--- src/rtl/draw_scheduler_pkg.sv ---
// draw_scheduler_pkg: shared screen/sprite constants, ROM source codes and scheduler states
package draw_scheduler_pkg;
  localparam int SCR_W = 160;
  localparam int SCR_H = 120;
  localparam int SPRITE_W = 16;
  localparam int SPRITE_H = 16;
  localparam logic [11:0] TRANSP = 12'hF0F;
  localparam logic [1:0] SRC_START = 2'd0;
  localparam logic [1:0] SRC_GAME = 2'd1;
  localparam logic [1:0] SRC_SPR = 2'd3;
  typedef enum logic [1:0] {IDLE, BG, SPR, DRAIN} state_t;
  function automatic logic [14:0] scr_addr(input logic [7:0] x, input logic [6:0] y);
    return ({8'd0, y} << 7) + ({8'd0, y} << 5) + {7'd0, x};
  endfunction
endpackage

--- src/rtl/draw_scheduler_pixel_pipe.sv ---
// pixel_pipe: delays pixel coordinates and plot flags so they line up with rom_q
module pixel_pipe #(
  parameter int LAT = 1,
  parameter int W = 16
) (
  input  logic         clk,
  input  logic         rst,
  input  logic         in_valid,
  input  logic [W-1:0] in_data,
  output logic         out_valid,
  output logic [W-1:0] out_data
);
  logic [W:0] sr [LAT];
  always_ff @(posedge clk)
    if (rst) begin
      for (int i = 0; i < LAT; i++) sr[i] <= '0;
    end else begin
      sr[0] <= {in_valid, in_data};
      for (int i = 1; i < LAT; i++) sr[i] <= sr[i-1];
    end
  assign {out_valid, out_data} = sr[LAT-1];
endmodule

--- src/rtl/draw_scheduler.sv ---
// draw_scheduler: arbitrates background/sprite redraws and streams ROM pixels to the VGA adapter
module draw_scheduler
  import draw_scheduler_pkg::*;
#(
  parameter int SCREEN_W = SCR_W,
  parameter int SCREEN_H = SCR_H,
  parameter int SPR_W = SPRITE_W,
  parameter int SPR_H = SPRITE_H,
  parameter int ROM_LAT = 1,
  parameter logic [11:0] TRANSPARENT = TRANSP
) (
  input  logic        clk,
  input  logic        reset,
  input  logic        bg_req,
  input  logic [1:0]  bg_sel,
  input  logic        spr_req,
  input  logic [7:0]  spr_x,
  input  logic [6:0]  spr_y,
  input  logic        spr_erase,
  output logic        bg_ack,
  output logic        spr_ack,
  output logic        busy,
  output logic        done,
  output logic [14:0] rom_addr,
  output logic [1:0]  rom_src,
  input  logic [11:0] rom_q,
  output logic [7:0]  vga_x,
  output logic [6:0]  vga_y,
  output logic [11:0] vga_colour,
  output logic        vga_plot
);
  state_t state, nxt;
  logic [7:0] cx, sx0, last_x, ix, dc;
  logic [6:0] cy, sy0, last_y, iy;
  logic [1:0] sel;
  logic [8:0] px;
  logic [7:0] py;
  logic [15:0] pd;
  logic erase, last_pix, accept, clip, iv, ikey, pv, drain_end;
  // no accept during the done pulse so a pending request is acked the cycle after
  assign accept = state == IDLE && !done && !reset;
  assign bg_ack = accept && bg_req;
  assign spr_ack = accept && spr_req && !bg_req;
  assign busy = state != IDLE;
  assign last_x = state == BG ? 8'(SCREEN_W - 1) : 8'(SPR_W - 1);
  assign last_y = state == BG ? 7'(SCREEN_H - 1) : 7'(SPR_H - 1);
  assign last_pix = cx == last_x && cy == last_y;
  assign drain_end = dc == 8'(ROM_LAT - 1);
  assign px = {1'b0, sx0} + {1'b0, cx};
  assign py = {1'b0, sy0} + {1'b0, cy};
  assign clip = px >= 9'(SCREEN_W) || py >= 8'(SCREEN_H);
  always_ff @(posedge clk)
    if (reset) state <= IDLE;
    else state <= nxt;
  always_comb begin
    nxt = state;
    case (state)
      IDLE: nxt = bg_ack ? BG : spr_ack ? SPR : IDLE;
      BG, SPR: nxt = last_pix ? DRAIN : state;
      DRAIN: nxt = drain_end ? IDLE : DRAIN;
      default: nxt = IDLE;
    endcase
  end
  always_ff @(posedge clk)
    if (reset) begin
      cx <= '0;
      cy <= '0;
      dc <= '0;
      done <= 1'b0;
      sel <= '0;
      sx0 <= '0;
      sy0 <= '0;
      erase <= 1'b0;
    end else begin
      done <= state == DRAIN && drain_end;
      dc <= state == DRAIN ? dc + 8'd1 : 8'd0;
      if (bg_ack) sel <= bg_sel;
      if (spr_ack) begin
        sx0 <= spr_x;
        sy0 <= spr_y;
        erase <= spr_erase;
      end
      if (state == BG || state == SPR) begin
        cx <= cx == last_x ? 8'd0 : cx + 8'd1;
        if (cx == last_x) cy <= cy == last_y ? 7'd0 : cy + 7'd1;
      end
    end
  always_comb begin
    rom_src = state == BG ? sel : state == SPR ? (erase ? SRC_GAME : SRC_SPR) : SRC_START;
    rom_addr = state == BG ? scr_addr(cx, cy)
             : state != SPR ? 15'd0
             : !erase ? 15'(cy * SPR_W + cx)
             : clip ? 15'd0 : scr_addr(px[7:0], py[6:0]);
    iv = state == BG || (state == SPR && !clip);
    ikey = state == SPR && !erase;
    ix = state == BG ? cx : px[7:0];
    iy = state == BG ? cy : py[6:0];
  end
  pixel_pipe #(.LAT(ROM_LAT), .W(16)) u_pipe (
    .clk(clk),
    .rst(reset),
    .in_valid(iv),
    .in_data({ikey, ix, iy}),
    .out_valid(pv),
    .out_data(pd)
  );
  assign vga_x = pd[14:7];
  assign vga_y = pd[6:0];
  assign vga_plot = pv && !(pd[15] && rom_q == TRANSPARENT);
  assign vga_colour = vga_plot ? rom_q : 12'd0;
endmodule
--- config.mk ---
export PLATFORM = sky130hd
export DESIGN_NAME = draw_scheduler
export DESIGN_NICKNAME = d
export VERILOG_FILES = /design/src/rtl/draw_scheduler_pkg.sv /design/src/rtl/draw_scheduler_pixel_pipe.sv /design/src/rtl/draw_scheduler.sv
export SDC_FILE = /design/constraint.sdc
export NUM_CORES = 1
export LEC_CHECK = 0
export BUFFER_PORTS_ARGS = -buffer_cell sky130_fd_sc_hd__clkbuf_2
export CELL_PAD_IN_SITES_DETAIL_PLACEMENT = 0
export CELL_PAD_IN_SITES_GLOBAL_PLACEMENT = 2
export CORE_UTILIZATION = 36
export DETAILED_ROUTE_END_ITERATION = 8
export PLACE_DENSITY_LB_ADDON = 0.25
export SLEW_MARGIN = 20
export SYNTH_ARGS = -nofsm -noshare
export SYNTH_HDL_FRONTEND = slang
export SYNTH_SLANG_ARGS = --single-unit
--- constraint.sdc ---
create_clock -name clk -period 6.38 [get_ports clk]
set_input_delay 0.957 -clock clk [delete_from_list [all_inputs] [get_ports clk]]
set_output_delay 0.957 -clock clk [all_outputs]
set_load 0.005 [all_outputs]
==> flow_summary.ini, run 1 <==
[outcome]
outcome = finished clean

[worst_setup_path]
critPathMaxFanout = 9
rr_worst_depth = 9
critical_path.max_stage_delay_ns = 0.57
cp.depth = 14
crit_top_cell = ha_1
crit_type = reg -> out
critPathCaptureType = primary output
cp_top_family = compound AO/OA/AOI/OAI gates
crit_path_top_delay_cell = dfxtp_1
worstPathArrival_ns = 4.31
cp_num_buf_inv = 2
required_ns = 5.42
crit_chain = ha_1 > o21a_1 > o22ai_1 > xor2_1 > fa_1 > inv_1 > ha_1 > a211oi_1 > o21bai_1 > a2111oi_0 > nor3_1 > xnor2_1 > o221ai_1 > clkbuf_2
crit_path_start_kind = register

[pwr]
pwr_density_cell_mw_per_mm2 = 223
power_mw = 1.19
clkPwrFrac = 0.403
power_frac_comb = 0.232
p_switching_uw = 356
seqPwrFrac = 0.365
switching_share = 0.298
power.internal_uw = 837
peakVddDrop_mv = 0.114
p_leak_nw = 2.48

[clocking]
cts_tree = built
postCtsSetupBuffers = 0
path_clk_slew_ns = 0.05
htreeDepth = 3
cts_buffers = 9
cts_hold_buffers = 0
cts_buffer_depth = 2
ctsResizeCount = 0
clkSinkCount = 61
ctsRootBufferMaster = clkbuf_16
clk_latency_ns = 0.34

[sta]
slew_violations = 0
relSlewSlack = 0.349
max_freq_ghz = 0.190
fin_skew_ns = 0.00885
setup_violations = 0
rsz0062_at_grt = no
period_minus_slack_ns = 5.27
setup_tns_ns = 0
tightestPinTransition_ns = 0.976
fin_crit_sh = 0.825
hold_violations = 0

[flow_run]
maxCapViolations = 0

[routing]
vias_per_cell = 5.03
drc = 0
drtIter0Drc = 172
postRouteAntennaNets = 0
dr.pass1.iters = 4
wire_per_inst_um = 14.6
routed_wl_um = 11500
dr_total_vias = 3951

[die]
core_mm2 = 0.0123
die_y_um = 115
row_count = 40
die_x_um = 115
ioPinCount = 83
die-area_mm2 = 0.0133
start_util = 0.376

[final_layout]
num-fill-cells = 1226
fin_nets = 709
multiInputGateArea_mm2 = 0.00307
utilization = 0.436
drive_gt1_frac = 0.183
area_delta_synth_final_pct = 16.0
seq_area_mm2 = 0.00122
antennaDiodeCount = 0

[synth]
synth_cell_types = 56
syn_inst = 553
synth_async_sr_flop_share = 0
yosys_register_bits = 61
synth_nets = 648
yosysTopAreaCell = dfxtp_1
syn_area_mm2 = 0.00461
synth_area_leaders = dfxtp_1, ha_1, nor2_1
ys_top_cells_by_count = dfxtp_1, nor2_1, nand2_1
synth_top_area_frac = 0.265
synth-edff-count = 0
yosys_most_used_dff = dfxtp_1
ys.warnings.count = 0
syn_area_per_cell_um2 = 8.33
ys_seq_area_frac = 0.265

[grt]
grt_use_total = 0.183
grt_pass1_vias = 3642
grt_overflow_total = 0
grt_pass1_wl_um = 18400
antenna_found_initial = 0
grt_max_degree = 46

[placed_design]
dp_hpwl_um = 8840
port_buffers = 82
routabilityCongestion = 0.853

[worst_hold_path]
min_path_cells = 2
hold_path_class = reg -> reg
[power groups by stage]
| stage | logic [mW] | registers [mW] | clock network (mW) |
|---|---|---|---|
| 2_1_floorplan | 0.196 | 0.435 | 0 |
| 3_3_place_gp | 0.276 | 0.442 | 0 |
| 3_5_place_dp | 0.278 | 0.443 | 0 |
| 4_1_cts | 0.280 | 0.436 | 0.494 |
| 5_1_grt | 0.313 | 0.439 | 0.507 |
| 6_report | 0.277 | 0.435 | 0.480 |
[final cells by class]
cell class,instances,share of cell area
multi-input combinational,426,0.575
sequential,61,0.229
timing repair buffer,84,0.0796
clock buffer,11,0.0454
tap,168,0.0393
inverter,32,0.0225
clock inverter,4,0.00913
[registers in the layout (all words and copies together), names as in the netlist]
signal	flops
erase	1
sy0	7
cy	7
cx	8
state	2
done	1
sx0	8
sel	2
dc	8
u_pipe.sr	17
[per-stage QoR]
| step | hold WS (ns) | setup WS (ns) | instances | instance area (µm²) |
|---|---|---|---|---|
| final | 0.457 | 1.11 | 786 | 5340 |
| after CTS | 0.459 | 1.18 | 786 | 5340 |
| after floorplan | 0.426 | 2.07 | 553 | 4610 |
| after global placement | 0.439 | 1.63 | 771 | 5050 |
| after global routing | 0.487 | 0.827 | 786 | 5340 |
| after detailed placement | 0.452 | 1.55 | 771 | 5050 |
[cells by family after synthesis]
group | count (synthesis) | share of synthesized area
simple gates | 186 | 0.188
compound gates | 119 | 0.185
buf+inv | 66 | 0.0676
fa+ha+maj | 61 | 0.177
flops | 61 | 0.265
xor+xnor | 47 | 0.0894
mux | 13 | 0.0282
[worst register-to-register path, cell delays in order, from the launching register on]
cell,delay (ns)
dfxtp_1,0.56
ha_1,0.24
inv_1,0.06
fa_1,0.39
nor2b_1,0.22
o22ai_1,0.13
xnor2_1,0.30
nand4_1,0.29
a31oi_1,0.31
nor2_1,0.07
[per-layer routing]
layer | up-vias | global-route usage | share of wire
li1 | 2021 | - | -
met1 | 1801 | 0.253 | 0.52
met2 | 114 | 0.276 | 0.42
met3 | 15 | 0.0390 | 0.043
met4 | 0 | 0.0701 | 0.016
met5 | - | 0 | 0
[worst paths after layout]
path                                           from  slack (ns)                           to
worst min-delay path            sy0[5]$_SDFFE_PP0P_        0.46          sy0[5]$_SDFFE_PP0P_
worst min register to register  sy0[5]$_SDFFE_PP0P_        0.46          sy0[5]$_SDFFE_PP0P_
worst max register to register   cy[0]$_SDFFE_PP0P_        3.66  u_pipe.sr[0][16]$_SDFF_PP0_
worst max-delay path             cx[5]$_SDFFE_PP0P_        1.11                 rom_addr[13]
[placed cells by master (no fill, tap or decap), types with 2 or more instances in the layout]
cell type,Yosys,layout
o21a_1,9,9
a21boi_0,2,2
clkbuf_2,0,82
o2111ai_1,2,2
clkinv_2,0,2
nand3_1,11,11
dfxtp_1,61,61
mux2i_1,13,13
nand3b_1,2,2
or2_2,2,2
a31oi_1,2,2
nand2_1,55,55
o31ai_1,2,2
nor2_1,61,61
a311oi_1,2,2
o21bai_1,7,7
nor3_1,9,9
o211ai_1,5,5
xor2_1,25,25
nand4_1,5,5
ha_1,54,54
a21o_1,8,8
inv_1,31,31
a22oi_1,5,5
clkbuf_16,0,9
or3_1,2,2
nor4_1,2,2
buf_4,15,2
o21ai_2,7,7
o21ai_0,15,15
nand2b_1,7,7
and3_1,4,4
fa_1,7,7
xnor2_1,22,22
o22ai_1,2,2
a21oi_1,35,35
a211oi_1,4,4
and2_1,16,16
nor3b_1,2,2
nor2b_1,5,5
Note: power is estimated with default switching activity, not from simulation.
==> run 2: changes to the inputs <==
CORE_UTILIZATION = 30   (was 36)
clock period = 4.4 ns   (was 6.38 ns; I/O delays follow)
==> flow_summary.ini, run 2 (synthesis results as in run 1) <==
[outcome]
outcome = complete, but fails checks
violations = setup timing

[routing]
routed_wl_um = 12700
vias_per_cell = 4.76
postRouteAntennaNets = 0
dr.pass1.iters = 4
drc = 0
dr_total_vias = 4085
wire_per_inst_um = 14.8
drtIter0Drc = 164

[worst_setup_path]
reg2reg_slack_ns = 0.21
crit_path_start_kind = register
critPathCaptureType = primary output
rr_worst_depth = 27
r2r-start = sx0[0]$_SDFFE_PP0P_
critPathMaxFanout = 2
worst_r2r_endpoint = u_pipe.sr[0][13]$_SDFF_PP0_
crit_type = reg -> out
required_ns = 3.74
worstPathArrival_ns = 3.77

[die]
core_mm2 = 0.0148
die_x_um = 126
die-area_mm2 = 0.0159
start_util = 0.312
row_count = 44
ioPinCount = 83
die_y_um = 126

[sta]
relSlewSlack = 0.408
period_minus_slack_ns = 4.43
max_freq_ghz = 0.226
setup_violations = 1
fin_crit_sh = 1.01
fin_ws_ns = -0.0275
rsz0062_at_grt = yes
tightestPinTransition_ns = 0.886
fin_skew_ns = 0.00613
slew_violations = 0
setup_tns_ns = -0.0275
hold_violations = 0

[placed_design]
routabilityCongestion = 0.835
pre_cts_ws_ns = -0.00379
port_buffers = 82
dp.cells = 814
dp_hpwl_um = 9620

[final_layout]
antennaDiodeCount = 0
regMostFlops = u_pipe.sr
fin_cells = 859
fin_nets = 765
utilization = 0.402
largest_reg_flops = 17
layout_commonest_cell = clkbuf_2
area_delta_synth_final_pct = 28.6
drive_gt1_frac = 0.296
mostFrequentLayoutCells = clkbuf_2, nor2_1, buf_4

[clocking]
cts_tree = built
cts_buffer_depth = 2
cts_buffers = 9
htreeDepth = 3
path_clk_slew_ns = 0.06
ctsRootBufferMaster = clkbuf_16
cts_hold_buffers = 0
clkSinkCount = 61
clk_latency_ns = 0.34

[worst_hold_path]
hold_end = dc[0]$_SDFF_PP0_
hold_path_startpoint = dc[0]$_SDFF_PP0_
hold_path_class = reg -> reg
min_path_cells = 1

[grt]
use_met2 = 0.267
met3_usage = 0.0331
grt_use_met1 = 0.229
grt_max_degree = 46
antenna_found_initial = 0
busiest_layer = met2
grt_pass1_vias = 4135
grt_pass1_wl_um = 21200
grt_use_total = 0.171
grt_overflow_total = 0

[pwr]
p_leak_nw = 2.77
peakVddDrop_mv = 0.136
pwr_density_cell_mw_per_mm2 = 305

[flow_run]
maxCapViolations = 0
==> run 2: cell count changes in the layout (fill, tap and decap cells not counted), sizes merged <==
| cell | change |
|---|---|
| buf | +56 |
| clkbuf | -1 |
| clkinvlp | +1 |
| inv | +1 |
==> run 2: timing repair <==
item | in CTS | in global routing
resized for setup | 28 | 8
setup endpoints to repair | 5 | 5
pin swaps | 21 | 11
buffers inserted | 30 | 1
gates cloned | 0 | 0
==> run 2: worst max-delay path by stage <==
stage,startpoint,to,cells after the start,slack [ns]
global placement,cx[0]$_SDFFE_PP0P_,rom_addr[13],15,0.08
global route,cy[0]$_SDFFE_PP0P_,rom_addr[13],15,-0.24
finish,sx0[0]$_SDFFE_PP0P_,rom_addr[13],16,-0.03
detailed placement,cx[0]$_SDFFE_PP0P_,rom_addr[13],15,-0.004
CTS,cx[4]$_SDFFE_PP0P_,rom_addr[13],15,-0.007
floorplan,cy[0]$_SDFFE_PP0P_,rom_addr[13],13,0.39
==> run 2: per-stage QoR <==
| stage | total power [mW] | hold slack, ns | instance area (µm²) |
|---|---|---|---|
| 2_1_floorplan | 0.914 | 0.426 | 4610 |
| 3_3_place_gp | 1.06 | 0.440 | 5270 |
| 3_5_place_dp | 1.06 | 0.451 | 5270 |
| 4_1_cts | 1.82 | 0.464 | 5900 |
| 5_1_grt | 1.91 | 0.484 | 5930 |
| 6_report | 1.80 | 0.457 | 5930 |
==> run 2: critical path: stages, from the launching register on <==
cell	delay, ns
dfxtp_2	0.33
ha_4	0.17
fa_2	0.35
a211oi_2	0.23
o21bai_1	0.10
a21oi_1	0.20
xnor2_1	0.18
ha_1	0.28
ha_2	0.18
buf_4	0.13
a211oi_2	0.18
o21bai_1	0.13
a2111oi_2	0.39
nor3_1	0.10
xnor2_1	0.13
o221ai_1	0.17
clkbuf_2	0.14
==> run 2: layout make-up <==
class,count,area [µm²]
fill,1537,8830
multi-input combinational,426,3210
sequential,61,1230
timing repair buffer,140,846
tap,184,230
clock buffer,10,229
inverter,32,120
clock inverter,6,61.3
==> run 2: power breakdown <==
group          leakage (nW)  internal [mW]  switching [mW]
combinational          2.13          0.213           0.255
clock                 0.143          0.437           0.273
sequential            0.498          0.597          0.0298
==> run 2: layer usage <==
metal | wire (µm) | vias to the layer above
met5 | 0 | -
met4 | 266 | 0
met3 | 453 | 15
met2 | 5490 | 80
met1 | 6520 | 1859
li1 | - | 2131
==> run 3: changes to the inputs <==
ABC_AREA = 1   (was default)
CORE_UTILIZATION = 28   (was 30)
==> flow_summary.ini, run 3 <==
[worst_setup_path]
required_ns = 3.74
crit_path_start_kind = register
worstPathArrival_ns = 3.55
critPathMaxFanout = 3
critPathCaptureType = primary output
crit_type = reg -> out
reg2reg_slack_ns = 1.96

[grt]
antenna_found_initial = 0
grt_pass1_wl_um = 23900
grt_max_degree = 28
grt_pass1_vias = 4586
grt_overflow_total = 0
grt_use_total = 0.173

[routing]
dr.pass1.iters = 4
routed_wl_um = 15000
wire_per_inst_um = 14.4
vias_per_cell = 4.68
postRouteAntennaNets = 0
drc = 0
drtIter0Drc = 237
dr_total_vias = 4861

[pwr]
peakVddDrop_mv = 0.175
p_leak_nw = 3.11
pwr_density_cell_mw_per_mm2 = 341

[sta]
relSlewSlack = 0.449
setup_violations = 0
fin_crit_sh = 0.957
tightestPinTransition_ns = 0.826
slew_violations = 0
period_minus_slack_ns = 4.21
hold_violations = 0
rsz0062_at_grt = no
fin_skew_ns = 0.00599
setup_tns_ns = 0
max_freq_ghz = 0.238

[synth]
synth-edff-count = 0
syn_inst = 738
yosysMostFrequentCell = nand2_1
syn_area_mm2 = 0.00486
yosysTopAreaCell = dfxtp_1
ys.warnings.count = 0
syn_area_per_cell_um2 = 6.58
synth_cell_types = 39
synth_area_leaders = dfxtp_1, ha_1, nand2_1
synth_top_area_frac = 0.251
synth_nets = 833
yosys_most_used_dff = dfxtp_1
synth_async_sr_flop_share = 0
ys_top_cells_by_count = nand2_1, inv_1, nor2_1
yosys_register_bits = 61
ys_seq_area_frac = 0.251

[outcome]
outcome = finished clean

[final_layout]
mostFrequentLayoutCells = nand2_1, inv_1, nor2_1
antennaDiodeCount = 0
fin_cells = 1038
num-fill-cells = 1813
area_delta_synth_final_pct = 19.3
fin_nets = 908
drive_gt1_frac = 0.167
utilization = 0.346
regMostFlops = u_pipe.sr
layout_commonest_cell = nand2_1
largest_reg_flops = 17

[die]
core_mm2 = 0.0168
start_util = 0.290
ioPinCount = 83
row_count = 47
die-area_mm2 = 0.0179
die_x_um = 134
die_y_um = 134

[placed_design]
dp_hpwl_um = 11600
dp.cells = 1022
routabilityCongestion = 0.804
port_buffers = 82

[clocking]
cts_tree = built
clk_latency_ns = 0.34
cts_buffers = 9
htreeDepth = 3
ctsRootBufferMaster = clkbuf_16
path_clk_slew_ns = 0.06
ctsResizeCount = 0
cts_hold_buffers = 0
clkSinkCount = 61
cts_buffer_depth = 2
postCtsSetupBuffers = 0

[flow_run]
maxCapViolations = 0

[worst_hold_path]
hold_path_class = reg -> reg
==> run 3: cell types whose count changed in the layout (fill, tap and decap cells not counted), sizes merged, moves of 8 or more <==
cell   change
o21a       -8
and2      -15
buf       -42
nand2    +117
a21oi     +27
nand3     +17
xor2      -18
o21ai     +28
mux2i     -13
nand4     +18
inv       +87
nor2      +25
xnor2     -15
==> run 3: worst paths after layout <==
| check | startpoint | endpoint | cells past startpoint |
|---|---|---|---|
| worst max-delay path | cy[0]$_SDFFE_PP0P_ | rom_addr[14] | 17 |
| worst min-delay path | dc[0]$_SDFF_PP0_ | dc[0]$_SDFF_PP0_ | 1 |
| worst max register to register | state[1]$_SDFFE_PP0P_ | state[1]$_SDFFE_PP0P_ | 11 |
| worst min register to register | dc[0]$_SDFF_PP0_ | dc[0]$_SDFF_PP0_ | 1 |
==> run 3: metrics by stage <==
stage / hold WS [ns] / power [mW] / area, µm² / worst slack [ns]
2_1_floorplan: 0.417 / 1.05 / 4860 / 0.558
3_3_place_gp: 0.430 / 1.23 / 5450 / 0.427
3_5_place_dp: 0.440 / 1.23 / 5450 / 0.390
4_1_cts: 0.452 / 2.00 / 5760 / 0.00857
5_1_grt: 0.477 / 2.11 / 5800 / 0.00365
6_report: 0.448 / 1.98 / 5800 / 0.190
==> run 3: kinds of logic (layout without fill, tap and decap cells) <==
family                     count (synthesis)  after routing  synth area share
and+or+nand+nor                          330            330             0.292
buffers and inverters                    152            232             0.135
AOI/OAI and AO/OA                        120            120             0.129
adders and majority gates                 61             61             0.168
DFF                                       61             61             0.251
xor gates and xnor gates                  14             14            0.0252
==> run 3: power by group <==
part / switching (mW) / internal (mW)
clock network: 0.283 / 0.469
registers: 0.0389 / 0.616
logic: 0.360 / 0.212
==> run 3: critical path, cell delays in order, from the launching register on <==
cell	delay, ns
dfxtp_1	0.34
ha_1	0.20
inv_1	0.07
fa_1	0.43
xnor2_2	0.21
inv_1	0.09
fa_1	0.53
fa_1	0.50
o21ai_2	0.19
nand2_1	0.06
nand2_1	0.07
a21oi_2	0.06
nor2_1	0.09
nor2_1	0.05
nor2_1	0.09
nand2_1	0.06
nand2_1	0.05
clkbuf_2	0.10
==> run 3: final cells by class <==
type / count / area [µm²] / area share
Multi-Input combinational cell: 525 / 3020 / 0.520
Sequential cell: 61 / 1220 / 0.211
Timing Repair Buffer: 98 / 531 / 0.0915
Inverter: 118 / 443 / 0.0764
Tap cell: 220 / 275 / 0.0475
Clock buffer: 11 / 253 / 0.0436
Clock inverter: 5 / 56.3 / 0.00971
==> run 3: layer usage <==
metal,share of wire,track usage,routed length (µm)
met1,0.50,0.240,7510
met2,0.43,0.268,6510
met3,0.043,0.0259,638
met4,0.021,0.0676,308
met5,0,0,0
